## src/rtl/ptp_up_arbiter_if.sv

```systemverilog
// ---------------------------------------------------------------------------
// ptp_up_arbiter_if
// Master-side register request port for ptp_up_arbiter. One instance per
// master (host CPU, servo/timestamp poller).
//
// Signals:
//   req    master -> arbiter  level request, held until ack
//   wr     master -> arbiter  1 = write, 0 = read; stable while req
//   addr   master -> arbiter  register address
//   wdata  master -> arbiter  write data
//   lock   master -> arbiter  keep the bus for the next transaction
//                             (only honoured with PTP_ARB_LOCK_EN)
//   gnt    arbiter -> master  master owns the bus
//   ack    arbiter -> master  one-cycle completion pulse
//   rdata  arbiter -> master  read data, valid with ack
//
// Modports: master (requesting side), slave (arbiter side).
// ---------------------------------------------------------------------------
interface ptp_up_arbiter_if #(
  parameter int ADDR_W = 8,
  parameter int DATA_W = 32
);
  logic              req;
  logic              wr;
  logic [ADDR_W-1:0] addr;
  logic [DATA_W-1:0] wdata;
  logic              lock;
  logic              gnt;
  logic              ack;
  logic [DATA_W-1:0] rdata;

  modport master (
    output req, wr, addr, wdata, lock,
    input  gnt, ack, rdata
  );

  modport slave (
    input  req, wr, addr, wdata, lock,
    output gnt, ack, rdata
  );
endinterface

```

## src/rtl/ptp_up_arbiter.sv

```systemverilog
// ---------------------------------------------------------------------------
// ptp_up_arbiter
// Two-master round-robin arbiter and sequencer in front of the ha1588 core
// register bus. Level-held requests from m0 (host CPU) and m1 (on-chip
// servo/timestamp poller) are turned into single-cycle wr/rd strobes; reads
// wait a fixed RD_LAT cycles and return data with a one-cycle ack.
//
// Parameters:
//   RD_LAT  cycles from the rd_out strobe cycle to the data_in-valid cycle
//           (legal range 1..15)
//   ADDR_W  register address width
//   DATA_W  register data width
//
// Ports:
//   clk       single clock, same as core clock
//   rst       synchronous active-high reset
//   m0, m1    ptp_up_arbiter_if.slave request ports
//   wr_out    one-cycle write strobe to the core
//   rd_out    one-cycle read strobe to the core
//   addr_out  core address (holds last transaction while idle)
//   data_out  core write data (holds last transaction while idle)
//   data_in   core read data
//
// Optional feature macro: PTP_ARB_LOCK_EN
//   When defined, a winner with lock high in its DONE cycle keeps the bus:
//   the priority pointer is not flipped and only that master is arbitrated
//   until it completes a transaction with lock low or drops req in IDLE.
//   When undefined, the lock inputs are ignored (pure round-robin).
// ---------------------------------------------------------------------------
module ptp_up_arbiter #(
  parameter int RD_LAT = 1,
  parameter int ADDR_W = 8,
  parameter int DATA_W = 32
) (
  input  logic              clk,
  input  logic              rst,
  ptp_up_arbiter_if.slave   m0,
  ptp_up_arbiter_if.slave   m1,
  output logic              wr_out,
  output logic              rd_out,
  output logic [ADDR_W-1:0] addr_out,
  output logic [DATA_W-1:0] data_out,
  input  logic [DATA_W-1:0] data_in
);

  typedef enum logic [1:0] {
    IDLE  = 2'd0,
    ISSUE = 2'd1,
    WAIT  = 2'd2,
    DONE  = 2'd3
  } state_t;

  // WAIT starts one cycle after the strobe, so the counter reaches zero in
  // the data_in-valid cycle when loaded with RD_LAT-1.
  localparam logic [3:0] CNT_LOAD = 4'(RD_LAT - 1);

  state_t            state;
  state_t            state_next;

  logic              winner;        // 0 = m0, 1 = m1
  logic              winner_next;
  logic              txn_wr;
  logic              txn_wr_next;
  logic [3:0]        cnt;
  logic [3:0]        cnt_next;
  logic              prio;          // preferred master on a tie
  logic              prio_next;

  logic              gnt0;
  logic              gnt0_next;
  logic              gnt1;
  logic              gnt1_next;
  logic              ack0;
  logic              ack0_next;
  logic              ack1;
  logic              ack1_next;
  logic [DATA_W-1:0] rdata0;
  logic [DATA_W-1:0] rdata0_next;
  logic [DATA_W-1:0] rdata1;
  logic [DATA_W-1:0] rdata1_next;

  logic              wr_out_next;
  logic              rd_out_next;
  logic [ADDR_W-1:0] addr_next;
  logic [DATA_W-1:0] data_next;

  logic              elig0;
  logic              elig1;
  logic              win_any;
  logic              win_sel;
  logic              sel_wr;
  logic [ADDR_W-1:0] sel_addr;
  logic [DATA_W-1:0] sel_wdata;

`ifdef PTP_ARB_LOCK_EN
  logic              lock_flag;
  logic              lock_flag_next;
  logic              owner_req;
  logic              owner_lock;
  logic              lock_active;

  // The lock owner is always the last winner. Dropping its req in IDLE
  // releases the lock in that same cycle so the other master can win.
  assign owner_req   = winner ? m1.req  : m0.req;
  assign owner_lock  = winner ? m1.lock : m0.lock;
  assign lock_active = lock_flag && owner_req;
  assign elig0       = m0.req && !(lock_active && winner);
  assign elig1       = m1.req && !(lock_active && !winner);
`else
  logic              unused_lock;

  assign unused_lock = m0.lock ^ m1.lock;
  assign elig0       = m0.req;
  assign elig1       = m1.req;
`endif

  // On a tie the priority pointer decides; otherwise the lone requester.
  assign win_any   = elig0 || elig1;
  assign win_sel   = (elig0 && elig1) ? prio : elig1;
  assign sel_wr    = win_sel ? m1.wr    : m0.wr;
  assign sel_addr  = win_sel ? m1.addr  : m0.addr;
  assign sel_wdata = win_sel ? m1.wdata : m0.wdata;

  assign m0.gnt   = gnt0;
  assign m0.ack   = ack0;
  assign m0.rdata = rdata0;
  assign m1.gnt   = gnt1;
  assign m1.ack   = ack1;
  assign m1.rdata = rdata1;

  // State register.
  always_ff @(posedge clk) begin
    if (rst) begin
      state <= IDLE;
    end else begin
      state <= state_next;
    end
  end

  // Next-state logic.
  always_comb begin
    state_next = state;
    case (state)
      IDLE: begin
        if (win_any) begin
          state_next = ISSUE;
        end else begin
          state_next = IDLE;
        end
      end
      ISSUE: begin
        if (txn_wr) begin
          state_next = DONE;
        end else begin
          state_next = WAIT;
        end
      end
      WAIT: begin
        if (cnt == 4'd0) begin
          state_next = DONE;
        end else begin
          state_next = WAIT;
        end
      end
      DONE: begin
        state_next = IDLE;
      end
      default: begin
        state_next = IDLE;
      end
    endcase
  end

  // Output and datapath next values; everything is registered below.
  always_comb begin
    winner_next = winner;
    txn_wr_next = txn_wr;
    cnt_next    = cnt;
    prio_next   = prio;
    gnt0_next   = gnt0;
    gnt1_next   = gnt1;
    ack0_next   = 1'b0;
    ack1_next   = 1'b0;
    rdata0_next = rdata0;
    rdata1_next = rdata1;
    wr_out_next = 1'b0;
    rd_out_next = 1'b0;
    addr_next   = addr_out;
    data_next   = data_out;
`ifdef PTP_ARB_LOCK_EN
    lock_flag_next = lock_flag;
`endif
    case (state)
      IDLE: begin
        if (win_any) begin
          winner_next = win_sel;
          txn_wr_next = sel_wr;
          addr_next   = sel_addr;
          data_next   = sel_wdata;
          gnt0_next   = !win_sel;
          gnt1_next   = win_sel;
          // Strobe is registered so it appears in the ISSUE cycle.
          wr_out_next = sel_wr;
          rd_out_next = !sel_wr;
        end else begin
          gnt0_next = 1'b0;
          gnt1_next = 1'b0;
        end
`ifdef PTP_ARB_LOCK_EN
        if (lock_flag && !owner_req) begin
          lock_flag_next = 1'b0;
        end else begin
          lock_flag_next = lock_flag;
        end
`endif
      end
      ISSUE: begin
        if (txn_wr) begin
          ack0_next = !winner;
          ack1_next = winner;
        end else begin
          cnt_next = CNT_LOAD;
        end
      end
      WAIT: begin
        if (cnt == 4'd0) begin
          ack0_next = !winner;
          ack1_next = winner;
          if (winner) begin
            rdata1_next = data_in;
          end else begin
            rdata0_next = data_in;
          end
        end else begin
          cnt_next = cnt - 4'd1;
        end
      end
      DONE: begin
        gnt0_next = 1'b0;
        gnt1_next = 1'b0;
`ifdef PTP_ARB_LOCK_EN
        if (owner_lock) begin
          lock_flag_next = 1'b1;
          prio_next      = prio;
        end else begin
          lock_flag_next = 1'b0;
          prio_next      = !winner;
        end
`else
        prio_next = !winner;
`endif
      end
      default: begin
        gnt0_next = 1'b0;
        gnt1_next = 1'b0;
      end
    endcase
  end

  // Datapath and output registers.
  always_ff @(posedge clk) begin
    if (rst) begin
      winner   <= 1'b0;
      txn_wr   <= 1'b0;
      cnt      <= 4'd0;
      prio     <= 1'b0;
      gnt0     <= 1'b0;
      gnt1     <= 1'b0;
      ack0     <= 1'b0;
      ack1     <= 1'b0;
      rdata0   <= '0;
      rdata1   <= '0;
      wr_out   <= 1'b0;
      rd_out   <= 1'b0;
      addr_out <= '0;
      data_out <= '0;
`ifdef PTP_ARB_LOCK_EN
      lock_flag <= 1'b0;
`endif
    end else begin
      winner   <= winner_next;
      txn_wr   <= txn_wr_next;
      cnt      <= cnt_next;
      prio     <= prio_next;
      gnt0     <= gnt0_next;
      gnt1     <= gnt1_next;
      ack0     <= ack0_next;
      ack1     <= ack1_next;
      rdata0   <= rdata0_next;
      rdata1   <= rdata1_next;
      wr_out   <= wr_out_next;
      rd_out   <= rd_out_next;
      addr_out <= addr_next;
      data_out <= data_next;
`ifdef PTP_ARB_LOCK_EN
      lock_flag <= lock_flag_next;
`endif
    end
  end

endmodule

```

## src/flat_wrapper.sv

```systemverilog
// flat-port wrapper written by rule: the top's interface ports become plain ports
module ptp_up_arbiter_flat 
#(
  parameter int RD_LAT = 1,
  parameter int ADDR_W = 8,
  parameter int DATA_W = 32
)
  (clk, rst, wr_out, rd_out, addr_out, data_out, data_in, m0_req, m0_wr, m0_addr, m0_wdata, m0_lock, m0_gnt, m0_ack, m0_rdata, m1_req, m1_wr, m1_addr, m1_wdata, m1_lock, m1_gnt, m1_ack, m1_rdata);
  ptp_up_arbiter_if #(.ADDR_W(ADDR_W), .DATA_W(DATA_W)) m0_i ();
  ptp_up_arbiter_if #(.ADDR_W(ADDR_W), .DATA_W(DATA_W)) m1_i ();
  input  logic clk;
  input  logic rst;
  output logic wr_out;
  output logic rd_out;
  output logic [ADDR_W-1:0] addr_out;
  output logic [DATA_W-1:0] data_out;
  input  logic [DATA_W-1:0] data_in;
  input wire logic [$bits(m0_i.req)-1:0] m0_req;
  input wire logic [$bits(m0_i.wr)-1:0] m0_wr;
  input wire logic [$bits(m0_i.addr)-1:0] m0_addr;
  input wire logic [$bits(m0_i.wdata)-1:0] m0_wdata;
  input wire logic [$bits(m0_i.lock)-1:0] m0_lock;
  output wire logic [$bits(m0_i.gnt)-1:0] m0_gnt;
  output wire logic [$bits(m0_i.ack)-1:0] m0_ack;
  output wire logic [$bits(m0_i.rdata)-1:0] m0_rdata;
  input wire logic [$bits(m1_i.req)-1:0] m1_req;
  input wire logic [$bits(m1_i.wr)-1:0] m1_wr;
  input wire logic [$bits(m1_i.addr)-1:0] m1_addr;
  input wire logic [$bits(m1_i.wdata)-1:0] m1_wdata;
  input wire logic [$bits(m1_i.lock)-1:0] m1_lock;
  output wire logic [$bits(m1_i.gnt)-1:0] m1_gnt;
  output wire logic [$bits(m1_i.ack)-1:0] m1_ack;
  output wire logic [$bits(m1_i.rdata)-1:0] m1_rdata;
  assign m0_i.req = m0_req;
  assign m0_i.wr = m0_wr;
  assign m0_i.addr = m0_addr;
  assign m0_i.wdata = m0_wdata;
  assign m0_i.lock = m0_lock;
  assign m0_gnt = m0_i.gnt;
  assign m0_ack = m0_i.ack;
  assign m0_rdata = m0_i.rdata;
  assign m1_i.req = m1_req;
  assign m1_i.wr = m1_wr;
  assign m1_i.addr = m1_addr;
  assign m1_i.wdata = m1_wdata;
  assign m1_i.lock = m1_lock;
  assign m1_gnt = m1_i.gnt;
  assign m1_ack = m1_i.ack;
  assign m1_rdata = m1_i.rdata;
  ptp_up_arbiter #(.RD_LAT(RD_LAT), .ADDR_W(ADDR_W), .DATA_W(DATA_W)) u_core (.clk(clk), .rst(rst), .m0(m0_i), .m1(m1_i), .wr_out(wr_out), .rd_out(rd_out), .addr_out(addr_out), .data_out(data_out), .data_in(data_in));
endmodule
```

## config.mk

```make
export PLATFORM = sky130hd
export DESIGN_NAME = ptp_up_arbiter_flat
export DESIGN_NICKNAME = d
export VERILOG_FILES = /design/src/rtl/ptp_up_arbiter_if.sv /design/src/rtl/ptp_up_arbiter.sv /design/src/flat_wrapper.sv
export SDC_FILE = /design/constraint.sdc
export NUM_CORES = 1
export LEC_CHECK = 0
export CORE_UTILIZATION = 30
export DETAILED_ROUTE_END_ITERATION = 8
export SETUP_SLACK_MARGIN = 0.2
export SYNTH_ARGS = -nofsm -noshare
export SYNTH_HDL_FRONTEND = slang
export SYNTH_SLANG_ARGS = --single-unit
```

## constraint.sdc

```tcl
create_clock -name clk -period 3.3 [get_ports clk]
set_clock_uncertainty 0.05 [all_clocks]
set_input_delay 0.99 -clock clk [delete_from_list [all_inputs] [get_ports clk]]
set_output_delay 0.99 -clock clk [all_outputs]
set_load 0.02 [all_outputs]
```

; Word-level counts from Yosys, hierarchy flattened
; Index checks and enable logic that the tools add are counted.
[word_totals]
wordCells = 59
register_bits = 119
out_inout_bits = 110
inputBits = 120
[classes]
muxes = 21
add_sub_neg = 1
eq_ne = 5
bitwise_logic = 3
n_reduce_logical = 14
[ops]
columns = cell, count
row1 = two-way mux 32 bit, 1
row2 = two-way mux 1 bit, 11
row3 = AND reduction 3 bit, 3
row4 = two-way mux 4 bit, 2
row5 = two-way mux 8 bit, 1
row6 = one-hot mux 1 bit (2 select lines), 4
row7 = one-hot mux 2 bit (4 select lines), 1
row8 = one-hot mux 4 bit (2 select lines), 1
row9 = "== test 2 bit, second input constant", 2
row10 = logical NOT 4 bit, 1
row11 = "inequality test 2 bit, second input constant", 2
row12 = nonzero test 2 bit, 2
row13 = "subtractor 4 x 1 -> 4 bit, second input constant", 1
row14 = logical NOT 1 bit, 3
row15 = NOT 1 bit, 3
row16 = OR reduction 3 bit, 1
row17 = "== test 2 x 1 -> 1 bit, second input constant", 1
row18 = logical NOT 2 bit, 1
row19 = AND reduction 2 bit, 1
row20 = logical AND 1 bit, 1
row21 = logical OR 1 bit, 1

; Depth between registers and ports, before layout
; Gate-level depths: netlist of the first run.
[depth]
word_depth = 5
depth_mapped = 8
mapped_depth_nobuf = 5

; Least setup slack after synthesis of the first run
; Ideal clock, no wire load.
[synth_timing]
kind = in2reg
from = input port m1_req
to = register u_core.data_out[10]
n_path_buf = 3
arrival_ns = 1.793
setup_slack_ns = 1.366
path_stages = 6
t_required_ns = 3.159
setup_ns = 0.091
cell_sequence = buf_4 o21a_1 buf_4 buf_2 nor2_1 a311oi_1
[synth_between]
elab_chain_cells = 3
word_cells_on_any_way = 5
cone_classes = mux (2) / reduce/logical (3)
[synth_lines]
columns = item, line_no
row1 = "start, declared", flat_wrapper.sv:26  ; input wire logic [$bits(m1_i.req)-1:0] m1_req;
row2 = logical AND 1 bit, ptp_up_arbiter.sv:119  ; assign win_sel = (elig0 && elig1) ? prio : elig1;
row3 = two-way mux 1 bit, ptp_up_arbiter.sv:119
row4 = two-way mux 32 bit, ptp_up_arbiter.sv:122  ; assign sel_wdata = win_sel ? m1.wdata : m0.wdata;
row5 = "end signal, assigned", ptp_up_arbiter.sv:294  ; data_out <= data_next;
row6 = "end, declared", ptp_up_arbiter.sv:42  ; output logic [DATA_W-1:0] data_out,
; Several ways; a longest one is shown, not always the timed one.
; A chain may end at the register's enable or synchronous reset.

; Final worst setup path of the first run
[layout_timing]
from = register u_core.data_out[8]
to = output port data_out[8]
[layout_lines]
columns = item, line_no
row1 = "end, declared", flat_wrapper.sv:16  ; output logic [DATA_W-1:0] data_out;
; No word-level cell between the ends.

==> metrics.md, run 1 <==
| Metric | Value |
|---|---|
| # DRC | `0` |
| FMAX | `404.7 MHz` |
| Vias in the first global route | `between 5000 and 6000` |
| Top-area cell type share of the netlist area | `a little under half` |
| Number of flops mapped to enable cells by yosys | `0` |
| Per-cell routed wire length | `between 15 and 20 um` |
| Nets | `917` |
| Final setup vio count | `0` |
| CP Class | `reg -> out` |
| Fin. max-slew vios | `0` |
| Max Cap Viol | `0` |
| Worst reg2reg startpoint | `u_core.state[0]` |
| Clock Pin Slew Worst Setup and Hold Paths | `0.05 ns` |
| Startpoint types | `flop` |
| Sequential area share after synthesis | `between 40% and 50%` |
| Hold_ws | `around 0.42 ns` |
| Max_slew headroom | `between 20% and 30%` |
| Reg2Reg Setup Slack | `around 1.1 ns` |
| Hold_buf cts | `0` |
| Largest net degree at the start of global routing | `between 60 and 70` |
| Ys flop type | `dfxtp_1` |
| Vias | `approximately 5200` |
| Final setup margin | `around 0.83 ns` |
| Worst EP required | `about 2.3 ns` |
| Post-Syn Nets | `between 700 and 800` |
| Final Hold Viols | `0` |
| Critical path arrival | `between 1 and 1.5 ns` |
| Worst Path Max Fanout | `2` |
| CTS tree | `done` |
| Synth cell types | `30` |
| Synth area leaders | `dfxtp_1, o21ai_0, nand3_1` |
| Antenna Nets Post-Route | `0` |
| Worst-path cell chain | `clkdlybuf4s50_1` |
| Clock buffers created by TritonCTS | `17` |
| Slowest cell on the critical path | `clkdlybuf4s50_1` |
| H-Tree Depth | `4` |
| PostCTS Resize Cnt | `0` |
| Number of synthesized register bits | `119` |
| Critical path capture point type | `output port` |
| Worst Hold Path EP | `u_core.m0.rdata[30]` |
| Post-synthesis cell area | `4984 um2` |
| Top-level I/O count | `between 200 and 250` |
| Final cell count without fillers | `between 1000 and 1500` |
| DP Wirelength | `between 10000 and 15000 um` |
| Synth-to-Final Area Change | `56.94%` |
| Die Y-Extent | `130.9 um` |
| Longest Clk Path Bufs | `2` |
| R2r worst-path depth | `6` |
| Placed Cells | `988` |
| CTS root buffer | `clkbuf_16` |
| Worst VDD drop | `roughly 0.00034 V` |
| GRT overflow | `0` |
| Gpl congestion | `approximately 0.76` |
| Antenna violations before repair | `0` |
| Detailed Route WL | `16220 um` |
| HP Class | `reg -> reg` |
| 1st-iter DRT viols | `between 200 and 300` |
| Site row count | `46` |
| Setup WS pre-CTS | `~0.60 ns` |
| # diodes | `0` |
| Worst-margin pin slew | `approximately 1.1 ns` |
| Post-synth ARST share | `0%` |
| Tcrit/Tclk final | `around three quarters` |
| Reg2reg end | `u_core.m0.rdata[22]` |
| Buffers on Ports | `approximately 230` |
| Clk_lat worst skew | `approximately 0.41 ns` |
| Buf/Inv on CP | `1` |
| Initial core utilization | `~31%` |
| RSZ-0062 raised after global routing | `no` |
| Yosys top cell by area | `dfxtp_1` |
| Mean Syn Cell Area | `between 8 and 9 um2` |
| Critical Path Max Stage Delay | `between 0.6 and 0.7 ns` |
| Final critical-path required period | `about 2.5 ns` |
| Postcts setup bufs | `0` |
| Setup_tns | `0 ns` |
| Hold Crit Start | `u_core.m0.rdata[30]` |
| Initial DRT Pass Iterations | `4` |
| Hold Path Stages | `2` |
| Leak | `between 2 and 3 nW` |
| Design Power | `roughly 0.0048 W` |
| YS warnings | `0` |
| Power Density | `just over 600 nW/um2` |
| Cells after synthesis | `about 600` |
| Global Route Usage Sum | `between 10% and 20%` |
| Cell family with most CP delay | `buffers and inverters` |
| Vias/cell | `approximately 5.2` |
| Die width | `~130 um` |
| Status | `finished, final reports clean` |
| Layout cells sized above 1 | `under 10%` |
| First-pass GRT wire length | `25140 um` |
| Die Area | `roughly 17000 um2` |
| Clock Sinks | `about 120` |
| Core area | `16060 um2` |
[cell usage in the layout, fill, tap and decap left out, drive strengths merged, types with 2 or more instances in the layout]
cell | synthesis | layout
clkdlybuf4s50 | 0 | 225
dfxtp | 119 | 119
o21ai | 110 | 110
nand3 | 105 | 105
a21oi | 69 | 69
nor2 | 49 | 49
a311oi | 41 | 41
clkbuf | 39 | 23
buf | 30 | 14
ha | 6 | 6
inv | 6 | 6
nor2b | 4 | 4
clkinv | 0 | 4
nand4 | 3 | 3
a32oi | 3 | 3
a21boi | 2 | 2
and2b | 2 | 2
nand2 | 2 | 2
[worst max path at each step]
stage | start | end | slack (ns) | depth (start not counted)
final | u_core.data_out[8] | data_out[8] | 0.83 | 1
after CTS | u_core.data_out[8] | data_out[8] | 0.82 | 1
after global placement | m0_req | u_core.txn_wr | 0.68 | 5
after detailed placement | m0_req | u_core.txn_wr | 0.60 | 5
after global routing | u_core.addr_out[7] | addr_out[7] | 0.79 | 1
after floorplan | m1_req | u_core.data_out[10] | 1.37 | 6
[flip-flops by register name, summed over array words and instances, names as in the netlist]
signal,flops
u_core.data_out,32
u_core.m0.rdata,32
u_core.m1.rdata,32
u_core.addr_out,8
u_core.cnt,4
u_core.state,2
u_core.m0.ack,1
u_core.m0.gnt,1
u_core.m1.ack,1
u_core.m1.gnt,1
u_core.prio,1
u_core.rd_out,1
u_core.txn_wr,1
u_core.winner,1
u_core.wr_out,1
[report_power, final]
part           internal, W  leakage [nW]  total [W]  switching, W
Clock             0.000974         0.244    0.00159      0.000616
Sequential         0.00163         0.973    0.00173      0.000100
Combinational     0.000636          1.42    0.00145      0.000811
Total              0.00324          2.63    0.00476       0.00153
[metal layers]
layer  track usage, %  up-vias  routed length (um)
met1            21.89     2450                6873
met2            30.81      219                7441
met5                0        -                   0
met4            6.964        0                 198
met3            8.510       10                1710
li1                 -     2569                   -
[stage by stage]
stage	utilization, %	area [um2]
final	48.71	7821
after global routing	48.71	7821
after CTS	48.71	7821
after detailed placement	45.62	7326
after global placement	45.62	7326
after floorplan	-	4984
[synth_stat cells, types with 3 or more instances]
cell type	instances
a21oi_1	69
a311oi_1	41
a32oi_1	3
buf_2	21
buf_4	6
buf_6	3
clkbuf_1	39
dfxtp_1	119
ha_1	6
inv_1	6
nand3_1	105
nand4_1	3
nor2_1	49
nor2b_1	4
o21ai_0	110
[logic make-up after synthesis]
kind of cell	synth area share [%]
DFF	47.80
and+or+nand+nor	16.57
buffers and inverters	7.080
adders and majority gates	1.506
AOI/OAI and AO/OA	26.84
muxes	0.2009
[layout make-up]
type                            instances  area (um2)
Sequential cell                       119        2384
Inverter                                6       22.52
Clock inverter                          5       27.53
Fill cell                            1523        8237
Multi-Input combinational cell        408        2257
Clock buffer                           23       467.9
Timing Repair Buffer                  239        2392
Tap cell                              216       270.3
Note: power is estimated with default switching activity, not from simulation.
==> run 2: changes to the inputs <==
==> constraint.sdc (replaced) <==
create_clock -name clk -period 2.3 [get_ports clk]
set_clock_uncertainty 0.05 [all_clocks]
set_input_delay 0.69 -clock clk [delete_from_list [all_inputs] [get_ports clk]]
set_output_delay 0.69 -clock clk [all_outputs]
set_load 0.02 [all_outputs]
==> run 2 against run 1 <==
Wire length increased by 0.51%; flip-flop and latch count unchanged; worst hold slack about the same; combinational power increased by 39%; setup slack got worse by 0.60 ns; sequential power increased by 43%; count of clock-buffer cells in the layout increased by 1; utilization increased by 1.1 points; clock power increased by 65%; cell count increased by 0.79%; largest cell class unchanged; sequential share of layout area decreased by 0.69 points; cell area increased by 2.3%.
==> metrics.md, run 2 (same netlist as run 1, synthesis figures left out) <==
| Metric | Value |
|---|---|
| Status | `finished, final reports clean` |
| Die width | `approximately 130 um` |
| Vias/cell | `~5.1` |
| Worst-margin pin slew | `around 0.64 ns` |
| Critical Path Max Stage Delay | `around 0.6 ns` |
| 1st-iter DRT viols | `approximately 270` |
| Vias in the first global route | `approximately 5100` |
| Max_slew headroom | `a little under three fifths` |
| Worst Path Max Fanout | `2` |
| Clock Sinks | `119` |
| M2 GR Usage | `around 31%` |
| Setup WS pre-CTS | `around 0.025 ns` |
| Final Hold Viols | `0` |
| Top-level I/O count | `230` |
| Die Y-Extent | `~130 um` |
| Core area | `between 15000 and 20000 um2` |
| Final setup margin | `between 0.2 and 0.25 ns` |
| # DRC | `0` |
| Cell family with most CP delay | `buffers and inverters` |
| Global Route Usage Sum | `about a fifth` |
| Fin. max-slew vios | `0` |
| Antenna Nets Post-Route | `0` |
| Clock Pin Slew Worst Setup and Hold Paths | `around 0.050 ns` |
| Final critical-path required period | `between 2 and 2.5 ns` |
| Gpl congestion | `around 0.74` |
| RSZ-0062 raised after global routing | `no` |
| Buffers on Ports | `approximately 230` |
| Initial core utilization | `between 30% and 40%` |
| Nets | `922` |
| Met3 GRT Util | `between 7 and 8%` |
| Placed Area | `roughly 7400 um2` |
| Longest Clk Path Bufs | `2` |
| Final setup vio count | `0` |
| Layout cells sized above 1 | `around 6.7%` |
| CTS root buffer | `clkbuf_16` |
| Site row count | `46` |
| Setup_tns | `0 ns` |
| # diodes | `0` |
| FMAX | `roughly 480 MHz` |
| First-pass GRT wire length | `around 25000 um` |
| H-Tree Depth | `4` |
| Tcrit/Tclk final | `about nine tenths` |
| Initial DRT Pass Iterations | `4` |
| Gr busiest metal | `met2` |
| Per-cell routed wire length | `15.92 um` |
| DP Wirelength | `roughly 11000 um` |
| Critical path capture point type | `output port` |
| Detailed Route WL | `between 15000 and 20000 um` |
| Clk_lat worst skew | `approximately 0.41 ns` |
| CP Class | `reg -> out` |
| Vias | `5248` |
| Commonest non-fill, non-tap cells in the layout | `clkdlybuf4s50_1, dfxtp_1, o21ai_0` |
| Worst-path cell chain | `clkdlybuf4s50_1` |
| GRT overflow | `0` |
| Buf/Inv on CP | `1` |
| Critical path arrival | `approximately 1.3 ns` |
| Worst VDD drop | `~0.00050 V` |
| Die Area | `~17000 um2` |
| Startpoint types | `flop` |
| Synth-to-Final Area Change | `60.58%` |
| Clock buffers created by TritonCTS | `17` |
| Met1 GRT Util | `21.51%` |
| CTS tree | `done` |
| Antenna violations before repair | `0` |
| Power Density | `around 900 nW/um2` |
| Postcts setup bufs | `0` |
| Final Cell Area | `8003 um2` |
| Slowest cell on the critical path | `clkdlybuf4s50_1` |
| Worst EP required | `approximately 1.6 ns` |
| HP Class | `reg -> reg` |
| Largest net degree at the start of global routing | `67` |
| Max Cap Viol | `0` |
| Hold_buf cts | `0` |
| Leak | `around 3.5 nW` |
[run 2: cell types whose count changed in the layout (fill, tap and decap cells not counted), sizes merged]
cell / previous run / this run
clkinvlp: 1 / 2
clkdlybuf4s50: 225 / 118
clkbuf: 23 / 24
clkinv: 4 / 3
bufinv: 0 / 2
buf: 14 / 19
dlymetal6s2s: 0 / 26
dlygate4sd2: 0 / 81
[run 2: final timing paths]
check / from / endpoint / slack, ns / cells after the start
worst max-delay path: u_core.m0.rdata[17] / m0_rdata[17] / 0.23 / 1
worst min-delay path: u_core.m1.rdata[20] / u_core.m1.rdata[20] / 0.42 / 2
worst max register to register: u_core.state[0] / u_core.m1.rdata[6] / 0.37 / 6
worst min register to register: u_core.m1.rdata[20] / u_core.m1.rdata[20] / 0.42 / 2
[run 2: metal layers]
layer | up-vias | wire (um)
met2 | 212 | 7633
met5 | - | 0
met1 | 2436 | 6814
li1 | 2582 | -
met4 | 0 | 233
met3 | 18 | 1625
[run 2: through the flow]
stage / hold slack [ns] / std cells / utilization (%) / power [W]
2_1_floorplan: 0.4213 / 602 / - / 0.003705
3_3_place_gp: 0.4096 / 993 / 46.32 / 0.004617
3_5_place_dp: 0.4168 / 993 / 46.32 / 0.004666
4_1_cts: 0.4218 / 1024 / 49.34 / 0.007168
5_1_grt: 0.4376 / 1024 / 49.84 / 0.007454
6_report: 0.4199 / 1024 / 49.84 / 0.007091
[run 2: layout make-up]
| cell class | instances | area [um2] |
|---|---|---|
| multi-input combinational | 408 | 2272 |
| tap | 216 | 270.3 |
| clock inverter | 7 | 93.84 |
| clock buffer | 24 | 491.7 |
| timing repair buffer | 244 | 2469 |
| inverter | 6 | 22.52 |
| sequential | 119 | 2384 |
| fill | 1524 | 8055 |
[run 2: power by group]
group	switching [W]	leakage [nW]	internal, W
clock	0.000917	0.282	0.00170
combinational	0.00118	2.26	0.000825
sequential	0.000135	0.973	0.00233
total	0.00223	3.52	0.00486
[run 2: repair_timing]
item	4_1_cts	5_1_grt
resized for setup	81	28
setup endpoints to repair	83	90
gates cloned	0	0
==> run 3: changes to the inputs <==
--- a/config.mk
+++ b/config.mk
@@ -5,6 +5,7 @@
 export SDC_FILE = /design/constraint.sdc
 export NUM_CORES = 1
 export LEC_CHECK = 0
+export CORE_MARGIN = 2
 export CORE_UTILIZATION = 30
 export DETAILED_ROUTE_END_ITERATION = 8
 export SETUP_SLACK_MARGIN = 0.2
==> run 3 against run 2 <==
Count of clock-buffer cells in the layout is 1 higher; sequential power about the same; combinational power shrank 2%; via count up 0.91%; largest cell class unchanged.
==> metrics.md, run 3 (same netlist as run 1, synthesis figures left out) <==
| Metric | Value |
|---|---|
| Clk_lat worst skew | `~0.40 ns` |
| Setup_tns | `0 ns` |
| Critical Path Max Stage Delay | `0.37 ns` |
| Fin. max-slew vios | `0` |
| Die Y-Extent | `132.9 um` |
| Largest net degree at the start of global routing | `68` |
| RSZ-0062 raised after global routing | `no` |
| Most common cell after layout, fill and taps aside | `dfxtp_1` |
| Antenna Nets Post-Route | `0` |
| # diodes | `0` |
| Buffers on Ports | `227` |
| Final Cell Area | `around 8000 um2` |
| Power Density | `between 800 and 900 nW/um2` |
| Worst Path Max Fanout | `2` |
| Startpoint types | `flop` |
| HP Class | `reg -> reg` |
| Clock Sinks | `between 100 and 150` |
| Worst VDD drop | `between 0.0005 and 0.0006 V` |
| # fillers | `around 1600` |
| Max Cap Viol | `0` |
| Placed Area | `roughly 7400 um2` |
| Worst EP required | `approximately 1.6 ns` |
| Top-level I/O count | `230` |
| # DRC | `0` |
| Per-cell routed wire length | `between 15 and 20 um` |
| GRT overflow | `0` |
| Final Hold Viols | `0` |
| Hold_buf cts | `0` |
| Max_slew headroom | `~57%` |
| DP Wirelength | `11120 um` |
| CP Class | `reg -> out` |
| Leak | `3.510 nW` |
| Hold_ws | `between 0.4 and 0.5 ns` |
| Tcrit/Tclk final | `81.24%` |
| Buf/Inv on CP | `1` |
| CTS tree | `done` |
| Die width | `roughly 130 um` |
| Site row count | `between 40 and 50` |
| Worst-margin pin slew | `~0.65 ns` |
| Cell family with most CP delay | `flip-flops` |
| Detailed Route WL | `about 17000 um` |
| Antenna violations before repair | `0` |
| Clock buffers created by TritonCTS | `17` |
| H-Tree Depth | `4` |
| Die Area | `17660 um2` |
| Commonest non-fill, non-tap cells in the layout | `dfxtp_1, clkdlybuf4s50_1, o21ai_0` |
| Global Route Usage Sum | `between 10% and 20%` |
| Initial core utilization | `between 30% and 40%` |
| Critical path arrival | `roughly 1.1 ns` |
| Slowest cell on the critical path | `dfxtp_1` |
| CTS root buffer | `clkbuf_16` |
| Final setup vio count | `0` |
| Layout cells sized above 1 | `about 6.6%` |
| Vias/cell | `5.157` |
| Core area | `between 15000 and 20000 um2` |
| Longest Clk Path Bufs | `2` |
| Nets | `921` |
| Vias | `~5300` |
| Clock Pin Slew Worst Setup and Hold Paths | `~0.05 ns` |
| First-pass GRT wire length | `~26000 um` |
| Synth-to-Final Area Change | `59.75%` |
| Vias in the first global route | `~5200` |
| Critical path capture point type | `output port` |
| Worst-path cell chain | `dlygate4sd2_1` |
| Gpl congestion | `0.7856` |
| Initial DRT Pass Iterations | `5` |
| FMAX | `~540 MHz` |
| 1st-iter DRT viols | `between 200 and 300` |
| Status | `finished, final reports clean` |
| Final critical-path required period | `between 1.5 and 2 ns` |
## run 3: cell count changes in the layout (fill, tap and decap cells not counted), sizes merged
cell,change
clkinv,-2
clkdlybuf4s50,-3
clkbuf,+1
dlymetal6s2s,-1
buf,-1
dlygate4sd2,+4
inv,+1
## run 3: power by group
part	switching [W]	internal (W)	total [W]
clock network	0.000938	0.00174	0.00267
logic	0.00118	0.000792	0.00197
registers	0.000135	0.00233	0.00247
total	0.00225	0.00486	0.00711
## run 3: metrics by stage
| step | utilization (%) | total power [W] | instances | worst slack [ns] |
|---|---|---|---|---|
| after floorplan | - | 0.003705 | 602 | 0.6659 |
| after global placement | 45.17 | 0.004587 | 996 | 0.1929 |
| after detailed placement | 45.17 | 0.004644 | 996 | 0.09715 |
| after CTS | 48.14 | 0.007202 | 1027 | 0.2003 |
| after global routing | 48.52 | 0.007475 | 1027 | 0.3170 |
| final | 48.52 | 0.007108 | 1027 | 0.4314 |
## run 3: layer usage
| layer | vias up | track usage (%) | share of wire (%) |
|---|---|---|---|
| li1 | 2580 | - | - |
| met1 | 2486 | 22.03 | 43 |
| met2 | 215 | 30.60 | 47 |
| met3 | 15 | 7.241 | 9.1 |
| met4 | 0 | 6.272 | 1.4 |
| met5 | - | 0 | 0 |
## run 3: repair_timing
action / 4_1_cts / 5_1_grt
buffers inserted: 0 / 0
endpoints found under the setup margin: 85 / 25
gates resized for setup: 85 / 25
## run 3: worst paths after layout
check	from	end	slack [ns]	cells after the start
setup / recovery	u_core.addr_out[7]	addr_out[7]	0.43	1
hold / removal	u_core.m0.rdata[23]	u_core.m0.rdata[23]	0.42	2
setup reg to reg	u_core.state[0]	u_core.m1.rdata[6]	0.51	6
hold reg to reg	u_core.m0.rdata[23]	u_core.m0.rdata[23]	0.42	2
## run 3: tightest hold or removal path, cell delays in order, from the launching register on
cell	delay, ns
dfxtp_1	0.30
o21ai_0	0.06
a21oi_1	0.06
## run 3: layout make-up
| type | instances | area (um2) | share of cell area (%) |
|---|---|---|---|
| Multi-Input combinational cell | 408 | 2257 | 28.35 |
| Inverter | 6 | 22.52 | 0.2829 |
| Clock inverter | 6 | 88.84 | 1.116 |
| Tap cell | 220 | 275.3 | 3.457 |
| Clock buffer | 25 | 505.5 | 6.349 |
| Timing Repair Buffer | 243 | 2429 | 30.50 |
| Sequential cell | 119 | 2384 | 29.94 |
